--- config.mk ---
export PLATFORM = sky130hd
export DESIGN_NAME = ps2_scancode_decoder
export DESIGN_NICKNAME = d
export VERILOG_FILES = /design/src/rtl/ps2_pkg.sv /design/src/rtl/ps2_rx_byte.sv /design/src/rtl/ps2_scancode_decoder.sv
export SDC_FILE = /design/constraint.sdc
export NUM_CORES = 1
export LEC_CHECK = 0
export CORE_ASPECT_RATIO = 1.4
export CORE_MARGIN = 2
export CORE_UTILIZATION = 45
export DETAILED_ROUTE_END_ITERATION = 8
export PLACE_DENSITY_LB_ADDON = 0.3
export SLEW_MARGIN = 25
export SYNTH_ARGS = -nofsm -noshare
export SYNTH_HDL_FRONTEND = slang
export SYNTH_HIERARCHICAL = 1
export SYNTH_SLANG_ARGS = --single-unit
--- constraint.sdc ---
create_clock -name clk -period 3.1 [get_ports clk]
set_input_delay 0.465 -clock clk [delete_from_list [all_inputs] [get_ports clk]]
set_output_delay 0.465 -clock clk [all_outputs]
set_load 0.02 [all_outputs]
--- src/rtl/ps2_pkg.sv ---
// ps2_pkg: shared constants and types for the PS/2 keyboard receive path.
//   - Prefix bytes (extended, break, pause) that steer the decoder FSM.
//   - Keyboard response codes that never represent a key.
//   - Fake-shift codes that some keyboards insert around E0 sequences.
//   - Decoder state encoding and small byte-classification helpers.
package ps2_pkg;

    localparam logic [7:0] PS2_EXT   = 8'hE0;
    localparam logic [7:0] PS2_BRK   = 8'hF0;
    localparam logic [7:0] PS2_PAUSE = 8'hE1;

    localparam logic [7:0] PS2_ACK    = 8'hFA;
    localparam logic [7:0] PS2_BAT_OK = 8'hAA;
    localparam logic [7:0] PS2_ECHO   = 8'hEE;
    localparam logic [7:0] PS2_RESEND = 8'hFE;
    localparam logic [7:0] PS2_OVR0   = 8'h00;
    localparam logic [7:0] PS2_OVRFF  = 8'hFF;

    localparam logic [7:0] PS2_FAKE_LSHIFT = 8'h12;
    localparam logic [7:0] PS2_FAKE_RSHIFT = 8'h59;

    // Number of bytes that follow E1 in the Pause make sequence.
    localparam logic [2:0] PS2_PAUSE_SKIP = 3'd7;

    typedef enum logic [2:0] {
        StIdle,
        StExt,
        StBrk,
        StExtBrk,
        StPause
    } dec_state_e;

    function automatic logic is_response(input logic [7:0] b);
        return (b == PS2_ACK) || (b == PS2_BAT_OK) || (b == PS2_ECHO) ||
               (b == PS2_RESEND) || (b == PS2_OVR0) || (b == PS2_OVRFF);
    endfunction

    function automatic logic is_fake_shift(input logic [7:0] b);
        return (b == PS2_FAKE_LSHIFT) || (b == PS2_FAKE_RSHIFT);
    endfunction

endpackage

--- src/rtl/ps2_rx_byte.sv ---
// ps2_rx_byte: PS/2 line receiver. Synchronizes and filters the raw PS/2 lines,
// assembles 11-bit frames into bytes and checks parity, stop bit and timeout.
// Ports:
//   clk, rst            system clock, synchronous active-high reset
//   ps2clk_in           raw PS/2 clock (asynchronous)
//   ps2data_in          raw PS/2 data (asynchronous)
//   byte_valid          one-cycle strobe, data_byte holds a good byte
//   data_byte[7:0]      last received byte
//   frame_error         one-cycle strobe on parity, stop-bit or timeout error
module ps2_rx_byte #(
    parameter int unsigned FILTER_LEN     = 8,
    parameter int unsigned TIMEOUT_CYCLES = 28000
) (
    input  logic       clk,
    input  logic       rst,
    input  logic       ps2clk_in,
    input  logic       ps2data_in,
    output logic       byte_valid,
    output logic [7:0] data_byte,
    output logic       frame_error
);

    localparam int unsigned TimerW = $clog2(TIMEOUT_CYCLES + 1);

    logic [1:0]            clk_sync_q;
    logic [1:0]            data_sync_q;
    logic [FILTER_LEN-1:0] filt_hist_q;
    logic                  filt_clk_q;
    logic                  fall;
    logic                  data_s;

    logic [3:0]        bit_cnt_q, bit_cnt_d;
    logic [7:0]        shift_q, shift_d;
    logic              parity_q, parity_d;
    logic [TimerW-1:0] timer_q, timer_d;
    logic              valid_q, valid_d;
    logic              error_q, error_d;

    assign data_s = data_sync_q[1];
    // The filtered clock is about to drop: this is the sampling instant.
    assign fall   = filt_clk_q && (filt_hist_q == '0);

    always_ff @(posedge clk) begin
        if (rst) begin
            clk_sync_q  <= 2'b11;
            data_sync_q <= 2'b11;
            filt_hist_q <= '1;
            filt_clk_q  <= 1'b1;
        end else begin
            clk_sync_q  <= {clk_sync_q[0], ps2clk_in};
            data_sync_q <= {data_sync_q[0], ps2data_in};
            filt_hist_q <= {filt_hist_q[FILTER_LEN-2:0], clk_sync_q[1]};
            if (&filt_hist_q) begin
                filt_clk_q <= 1'b1;
            end else if (filt_hist_q == '0) begin
                filt_clk_q <= 1'b0;
            end
        end
    end

    always_comb begin
        bit_cnt_d = bit_cnt_q;
        shift_d   = shift_q;
        parity_d  = parity_q;
        timer_d   = timer_q;
        valid_d   = 1'b0;
        error_d   = 1'b0;
        if (fall) begin
            // An edge always beats a timeout expiring in the same cycle.
            timer_d = '0;
            if (bit_cnt_q == 4'd0) begin
                // A high start bit is noise: ignore it without flagging.
                if (!data_s) begin
                    bit_cnt_d = 4'd1;
                end
            end else if (bit_cnt_q <= 4'd8) begin
                shift_d   = {data_s, shift_q[7:1]};
                bit_cnt_d = bit_cnt_q + 4'd1;
            end else if (bit_cnt_q == 4'd9) begin
                parity_d  = data_s;
                bit_cnt_d = 4'd10;
            end else begin
                bit_cnt_d = 4'd0;
                if (data_s && (^shift_q ^ parity_q)) begin
                    valid_d = 1'b1;
                end else begin
                    error_d = 1'b1;
                end
            end
        end else if (bit_cnt_q != 4'd0) begin
            if (timer_q == TimerW'(TIMEOUT_CYCLES - 1)) begin
                timer_d   = '0;
                bit_cnt_d = 4'd0;
                error_d   = 1'b1;
            end else begin
                timer_d = timer_q + 1'b1;
            end
        end
    end

    always_ff @(posedge clk) begin
        if (rst) begin
            bit_cnt_q <= 4'd0;
            shift_q   <= 8'h00;
            parity_q  <= 1'b0;
            timer_q   <= '0;
            valid_q   <= 1'b0;
            error_q   <= 1'b0;
        end else begin
            bit_cnt_q <= bit_cnt_d;
            shift_q   <= shift_d;
            parity_q  <= parity_d;
            timer_q   <= timer_d;
            valid_q   <= valid_d;
            error_q   <= error_d;
        end
    end

    assign byte_valid  = valid_q;
    assign data_byte   = shift_q;
    assign frame_error = error_q;

endmodule

--- src/rtl/ps2_scancode_decoder.sv ---
// ps2_scancode_decoder: turns raw PS/2 keyboard traffic into key events.
// Strips E0 / F0 / E1 prefixes and delivers one event per key.
// Ports:
//   clk, rst        system clock, synchronous active-high reset
//   ps2clk_in       raw PS/2 clock (asynchronous)
//   ps2data_in      raw PS/2 data (asynchronous)
//   scan_received   one-cycle strobe: new key event
//   scancode[7:0]   event scancode, held until the next event
//   extended        event was E0-prefixed, held
//   released        event was F0-prefixed (break), held
//   pause_pressed   one-cycle strobe after a full E1 Pause sequence
//   rx_error        one-cycle strobe on parity, stop-bit or timeout error
module ps2_scancode_decoder
    import ps2_pkg::*;
#(
    parameter int unsigned FILTER_LEN     = 8,
    parameter int unsigned TIMEOUT_CYCLES = 28000
) (
    input  logic       clk,
    input  logic       rst,
    input  logic       ps2clk_in,
    input  logic       ps2data_in,
    output logic       scan_received,
    output logic [7:0] scancode,
    output logic       extended,
    output logic       released,
    output logic       pause_pressed,
    output logic       rx_error
);

    logic       byte_valid;
    logic [7:0] rx_data;
    logic       frame_error;

    ps2_rx_byte #(
        .FILTER_LEN     (FILTER_LEN),
        .TIMEOUT_CYCLES (TIMEOUT_CYCLES)
    ) u_rx (
        .clk         (clk),
        .rst         (rst),
        .ps2clk_in   (ps2clk_in),
        .ps2data_in  (ps2data_in),
        .byte_valid  (byte_valid),
        .data_byte   (rx_data),
        .frame_error (frame_error)
    );

    dec_state_e state_q, state_d;
    logic [2:0] skip_q, skip_d;
    logic       emit, emit_ext, emit_rel, pause_d;

    always_ff @(posedge clk) begin
        if (rst) begin
            state_q <= StIdle;
            skip_q  <= 3'd0;
        end else begin
            state_q <= state_d;
            skip_q  <= skip_d;
        end
    end

    always_comb begin
        state_d  = state_q;
        skip_d   = skip_q;
        emit     = 1'b0;
        emit_ext = 1'b0;
        emit_rel = 1'b0;
        pause_d  = 1'b0;
        if (frame_error) begin
            state_d = StIdle;
        end else if (byte_valid) begin
            unique case (state_q)
                StIdle: begin
                    if (rx_data == PS2_EXT) begin
                        state_d = StExt;
                    end else if (rx_data == PS2_BRK) begin
                        state_d = StBrk;
                    end else if (rx_data == PS2_PAUSE) begin
                        state_d = StPause;
                        skip_d  = PS2_PAUSE_SKIP;
                    end else if (!is_response(rx_data)) begin
                        emit = 1'b1;
                    end
                end
                StExt: begin
                    if (rx_data == PS2_BRK) begin
                        state_d = StExtBrk;
                    end else begin
                        state_d  = StIdle;
                        emit     = !is_fake_shift(rx_data);
                        emit_ext = 1'b1;
                    end
                end
                StBrk: begin
                    state_d  = StIdle;
                    emit     = 1'b1;
                    emit_rel = 1'b1;
                end
                StExtBrk: begin
                    state_d  = StIdle;
                    emit     = !is_fake_shift(rx_data);
                    emit_ext = 1'b1;
                    emit_rel = 1'b1;
                end
                StPause: begin
                    skip_d = skip_q - 3'd1;
                    if (skip_q == 3'd1) begin
                        pause_d = 1'b1;
                        state_d = StIdle;
                    end
                end
                default: state_d = StIdle;
            endcase
        end
    end

    always_ff @(posedge clk) begin
        if (rst) begin
            scan_received <= 1'b0;
            scancode      <= 8'h00;
            extended      <= 1'b0;
            released      <= 1'b0;
            pause_pressed <= 1'b0;
        end else begin
            scan_received <= emit;
            pause_pressed <= pause_d;
            if (emit) begin
                scancode <= rx_data;
                extended <= emit_ext;
                released <= emit_rel;
            end
        end
    end

    assign rx_error = frame_error;

endmodule

==> qor.yml, run 1 <==
status: "finished clean"
cp_max_fo: 9
netlist_area_mm2: 0.00290
portBuffers: 16
finalHoldViolCount: 0
drt_iter0_drc: 167
syn-num-nets: 326
layout_setup_ws_ps: 885
postCtsSetupBuffers: 0
period_share: 0.714
grt_max_degree: 48
grt_pass1_vias: 2268
post-route-min-period_ps: 2210
start_util: 0.468
fin_cells: 408
synth_top_flop_cell: "dfxtp_1"
place_congestion: 0.832
grt_overflow: 0
clk_pin_slew_ps: 60
maxCapViolCount: 0
grt_pass1_wl_mm: 9.96
crit_required_ps: 3290
cts.repair.resized: 0
syn2layout_area_growth_pct: 13.4
drtPass1Iterations: 4
syn_area_per_cell_um2: 9.19
maxSlewHeadroom: 0.573
worstRegToRegCells: 5
clock_sinks: 61
crit_family: "compound AO/OA/AOI/OAI gates"
regArea_mm2: 0.00122
cp.depth: 5
met2_wirelength_mm: 2.98
crit_type: "reg -> reg"
grt_antenna_before_repair: 0
grtUsageTotal: 0.179
io_pins: 17
fill_cells: 585
drive_gt1_frac: 0.119
die_h_um: 99.1
met3_length_um: 194
end_kind: "register"
slowest_delay_ps: 550
finalSetupViolCount: 0
synth-edff-count: 0
rows: 34
final_nets: 341
setup_tns_ps: 0
cp_cell_sequence: "nand4b_2 > or4_1 > o311a_1 > a2bb2oi_2 > o22ai_1"
cts_hold_buf: 0
synthArstFlopShare: 0
dp_cells: 392
crit_path_start_kind: "register"
die-area_mm2: 0.00712
syn_inst: 316
postRouteWirelength_mm: 5.74
clk_latency_ps: 340
worst_pin_slew_ps: 638
multi_input_area_mm2: 0.00155
min_path_cells: 1
hold_class: "reg -> reg"
viasPerCell: 5.59
p_leak_nw: 1.22
irDropWorstVdd_uv: 351
cp.arrival_ps: 2400
cp_slowest_cell: "or4_1"
root_buffer: "clkbuf_8"
routedWlPerCell_um: 14.1
ys_types: 61
cts_max_level: 3
cts_buffer_depth: 2
fp.coreArea_mm2: 0.00621
yosys_warnings: 6
vias: 2281
tritoncts: "built"
dp_hpwl_mm: 3.96
pre_cts_ws_ps: 898
fin_skew_ps: 10.1
drv_slew: 0
met1_length_mm: 2.42
holdWs_ps: 407
top_layer: "met4"
die_w_um: 71.9
cts_buffers: 9
max_freq_ghz: 0.452
critPathBufInv: 0
ys_seq_area_frac: 0.421
grt_setup_unrepaired: "false"
synth_seq_cells: 61
num_antenna_cells: 0
power_density_mw_per_mm2: 448
drcViolationCount: 0
ant_nets: 0
## per-layer routing
layer  track usage  vias to the layer above
met4         0.110                        0
met5             0                        -
met3        0.0491                       15
li1              -                     1161
met2         0.300                       31
met1         0.197                     1074
## layout by cell type, fill, tap and decap left out, drive strengths merged, types with 8 or more instances in the layout
| master | instances |
|---|---|
| inv | 18 |
| nand2 | 15 |
| mux2i | 10 |
| nand4 | 9 |
| or3b | 11 |
| xnor2 | 11 |
| o21ai | 10 |
| clkbuf | 16 |
| clkdlybuf4s50 | 16 |
| or2 | 14 |
| dfxtp | 61 |
| nor3 | 8 |
| nor4 | 8 |
| nor2 | 38 |
## Yosys cell counts (3+ instances only)
| cell type | number | area [um2] |
|---|---|---|
| a21oi_1 | 7 | 35.0 |
| and3_1 | 3 | 18.8 |
| buf_2 | 3 | 15.0 |
| buf_4 | 3 | 22.5 |
| clkbuf_1 | 8 | 30.0 |
| dfxtp_1 | 61 | 1220 |
| ha_1 | 6 | 75.1 |
| inv_1 | 18 | 67.6 |
| mux2i_1 | 10 | 100 |
| nand2_1 | 14 | 52.6 |
| nand2b_1 | 5 | 31.3 |
| nand3_1 | 7 | 35.0 |
| nand4_1 | 9 | 56.3 |
| nor2_1 | 38 | 143 |
| nor2b_1 | 3 | 18.8 |
| nor3_1 | 8 | 40.0 |
| nor4_1 | 6 | 37.5 |
| nor4b_1 | 4 | 35.0 |
| o21ai_0 | 7 | 35.0 |
| o22ai_1 | 6 | 37.5 |
| or2_2 | 13 | 81.3 |
| or3b_1 | 10 | 87.6 |
| or4_1 | 3 | 22.5 |
| xnor2_1 | 11 | 96.3 |
| xor2_1 | 6 | 52.6 |
## logic make-up (layout without fill, tap and decap cells)
kind of cell             after synthesis  count (layout)  synth area share
adder cells (fa/ha/maj)                6               6            0.0259
AO/OA/AOI/OAI                         45              45             0.115
XOR/XNOR                              19              19            0.0668
multiplexers                          10              10            0.0345
flip-flops                            61              61             0.421
buffers and inverters                 32              52            0.0465
AND/OR/NAND/NOR                      143             143             0.291
## through the flow
| step | total power, mW | util | area, um2 |
|---|---|---|---|
| 3_5_place_dp | 0.829 | 0.499 | 3100 |
| 5_1_grt | 1.54 | 0.530 | 3290 |
| 3_3_place_gp | 0.829 | 0.499 | 3100 |
| 2_1_floorplan | 0.820 | - | 2900 |
| 6_report | 1.48 | 0.530 | 3290 |
| 4_1_cts | 1.50 | 0.530 | 3290 |
## layout make-up
| class | instances | area share |
|---|---|---|
| Inverter | 18 | 0.0205 |
| Multi-Input combinational cell | 223 | 0.470 |
| Timing Repair Buffer | 18 | 0.0532 |
| Tap cell | 72 | 0.0274 |
| Clock buffer | 16 | 0.0578 |
| Sequential cell | 61 | 0.371 |
## where the power goes
group          switching [mW]  leakage, nW  total (mW)  internal (mW)
clock network           0.286       0.0970       0.665          0.379
logic                  0.0142        0.635      0.0225        0.00831
registers             0.00160        0.493       0.789          0.787
## path summary, 6_finish.rpt
path                                          from                  end  slack, ps
worst min-delay path            u_rx/clk_sync_q[1]  u_rx/filt_hist_q[0]        410
worst max-delay path             u_rx/data_byte[6]          scancode[0]        890
worst min register to register  u_rx/clk_sync_q[1]  u_rx/filt_hist_q[0]        410
worst max register to register   u_rx/data_byte[6]          scancode[0]        890
## sequential cells by signal, summed over array words and instances, names as in the netlist, 2 cells and up
register          count
u_rx/filt_hist_q      8
skip_q                3
u_rx/bit_cnt_q        4
u_rx/data_byte        8
u_rx/clk_sync_q       2
scancode              8
u_rx/data_sync_q      2
u_rx/timer_q         15
state_q               3
No activity file was read; power rests on OpenSTA's default activity.
==> run 2: changes to the inputs <==
==> constraint.sdc (replaced) <==
create_clock -name clk -period 2.1 [get_ports clk]
set_input_delay 0.315 -clock clk [delete_from_list [all_inputs] [get_ports clk]]
set_output_delay 0.315 -clock clk [all_outputs]
set_load 0.02 [all_outputs]
==> run 2 against run 1 <==
Non-clock buffer count up 15. Register-to-register slack worse by 790 ps. Clock power is 91% higher. Combinational power is 68% higher. Core utilization is 3.1 points higher. Fmax is 10% higher. Highest routed layer unchanged.
==> qor.yml, run 2 (synthesized netlist as in run 1, its figures left out) <==
status: "finished clean"
slowest_delay_ps: 490  # -60 ps
die_h_um: 99.1  # unchanged
syn2layout_area_growth_pct: 19.9
crit_path_start_kind: "register"
grt_antenna_before_repair: 0  # unchanged
fp.coreArea_mm2: 0.00621  # unchanged
ant_nets: 0  # unchanged
r2r_start: "u_rx/data_byte[1]"
viasPerCell: 5.57  # -0.42%
setup_tns_ps: 0  # unchanged
dp_cells: 406  # +3.6%
worstRegToRegCells: 6  # +1
routedWlPerCell_um: 14.2  # +1.2%
fin_area_mm2: 0.00348  # +5.8%
maxSlewHeadroom: 0.708  # +0.136
p_leak_nw: 1.33  # +8.6%
postRouteWirelength_mm: 6.02  # +4.9%
grt_overflow: 0  # unchanged
place_congestion: 0.864  # +3.8%
io_pins: 17  # unchanged
crit_type: "reg -> reg"
top_register: "u_rx/timer_q"
multi_input_area_mm2: 0.00156  # +1.1%
layout_common_cells: "dfxtp_1, nor2_1, inv_1, clkdlybuf4s50_1, buf_4"
drv_slew: 0  # unchanged
clock_sinks: 61  # unchanged
grt_setup_unrepaired: "true"
post_dp_cell_area_mm2: 0.00322  # +3.8%
cts_max_level: 3  # unchanged
fin_cells: 423  # +3.7%
die_w_um: 71.9  # unchanged
drcViolationCount: 0  # unchanged
largest_reg_flops: 15  # unchanged
power_mw: 2.47  # +67%
drt_iter0_drc: 127  # -24%
grt_pass1_vias: 2400  # +5.8%
cp_max_fo: 8  # -1
die-area_mm2: 0.00712  # unchanged
num_antenna_cells: 0  # unchanged
tritoncts: "built"
cts_buffer_depth: 2  # unchanged
maxCapViolCount: 0  # unchanged
fin_skew_ps: 8.36  # -1.71 ps
min_path_cells: 1  # unchanged
root_buffer: "clkbuf_8"
cts_buffers: 9  # unchanged
critPathBufInv: 1  # +1
cp_cell_sequence: "nand4b_2 > or4_1 > buf_4 > nand3_1 > a2bb2oi_2 > o22ai_2"
r2r_slack_ps: 90  # -790 ps
period_share: 0.955  # +0.241
hold_class: "reg -> reg"
finalSetupViolCount: 0  # unchanged
clk_pin_slew_ps: 70  # about the same
fill_cells: 557  # -4.8%
final_nets: 356  # +4.4%
end_kind: "register"
cp_slowest_cell: "or4_1"
portBuffers: 16  # unchanged
max_freq_ghz: 0.499  # +10%
cp.arrival_ps: 2210  # -190 ps
start_util: 0.468  # unchanged
post-route-min-period_ps: 2010  # -209 ps
grt_pass1_wl_mm: 10.7  # +7.3%
crit_end: "scancode[1]"
cp.depth: 6  # +1
rows: 34  # unchanged
drive_gt1_frac: 0.165  # +0.0462
dp_hpwl_mm: 4.18  # +5.5%
finalHoldViolCount: 0  # unchanged
grt_max_degree: 42  # -13%
r2r_end: "scancode[1]"
clk_latency_ps: 340  # about the same
cp-startpoint: "u_rx/data_byte[1]"
crit_family: "simple AND/OR/NAND/NOR gates"
vias: 2355  # +3.2%
drtPass1Iterations: 4  # unchanged
grtUsageTotal: 0.188  # +0.00924
layout_commonest_cell: "dfxtp_1"
cts_hold_buf: 0  # unchanged
worst_pin_slew_ps: 437  # -201 ps
regArea_mm2: 0.00122  # unchanged
power_density_mw_per_mm2: 708  # +58%
irDropWorstVdd_uv: 535  # +53%
crit_required_ps: 2300  # -990 ps
[run 2: cell type report]
cell class | instances | share of cell area
well taps | 72 | 0.0259
inverters | 18 | 0.0194
flip-flops and latches | 61 | 0.351
repair buffers | 33 | 0.0862
clock inverters | 4 | 0.0273
clock buffers | 12 | 0.0417
multi-input cells | 223 | 0.449
[run 2: how the worst min path moves through the flow]
stage,startpoint,to
floorplan,u_rx/clk_sync_q[0],u_rx/clk_sync_q[1]
global placement,u_rx/clk_sync_q[1],u_rx/filt_hist_q[0]
detailed placement,u_rx/clk_sync_q[1],u_rx/filt_hist_q[0]
CTS,u_rx/clk_sync_q[0],u_rx/clk_sync_q[1]
global route,u_rx/clk_sync_q[1],u_rx/filt_hist_q[0]
finish,u_rx/clk_sync_q[0],u_rx/clk_sync_q[1]
[run 2: through the flow]
step / worst slack, ps / hold slack, ps / utilization
final: 94.4 / 409 / 0.561
after global routing: -28.6 / 438 / 0.561
after CTS: 39.2 / 415 / 0.557
after detailed placement: 54.4 / 397 / 0.518
after global placement: 74.7 / 395 / 0.518
after floorplan: 104 / 389 / -
[run 2: layer usage]
layer,GRT usage,up-vias,wire (um)
li1,-,1188,-
met1,0.210,1127,2610
met2,0.325,31,3160
met3,0.0552,9,153
met4,0.0856,0,97
met5,0,-,0
[run 2: what timing repair did]
item / CTS / global route
setup endpoints to repair: 0 / 12
resized for setup: 0 / 3
setup buffers: 0 / 1
[run 2: power breakdown]
group          leakage, nW  internal (mW)  total, mW  switching (mW)
logic                0.717         0.0160     0.0379          0.0218
clock network        0.121          0.820       1.27           0.445
registers            0.493           1.16       1.16         0.00236
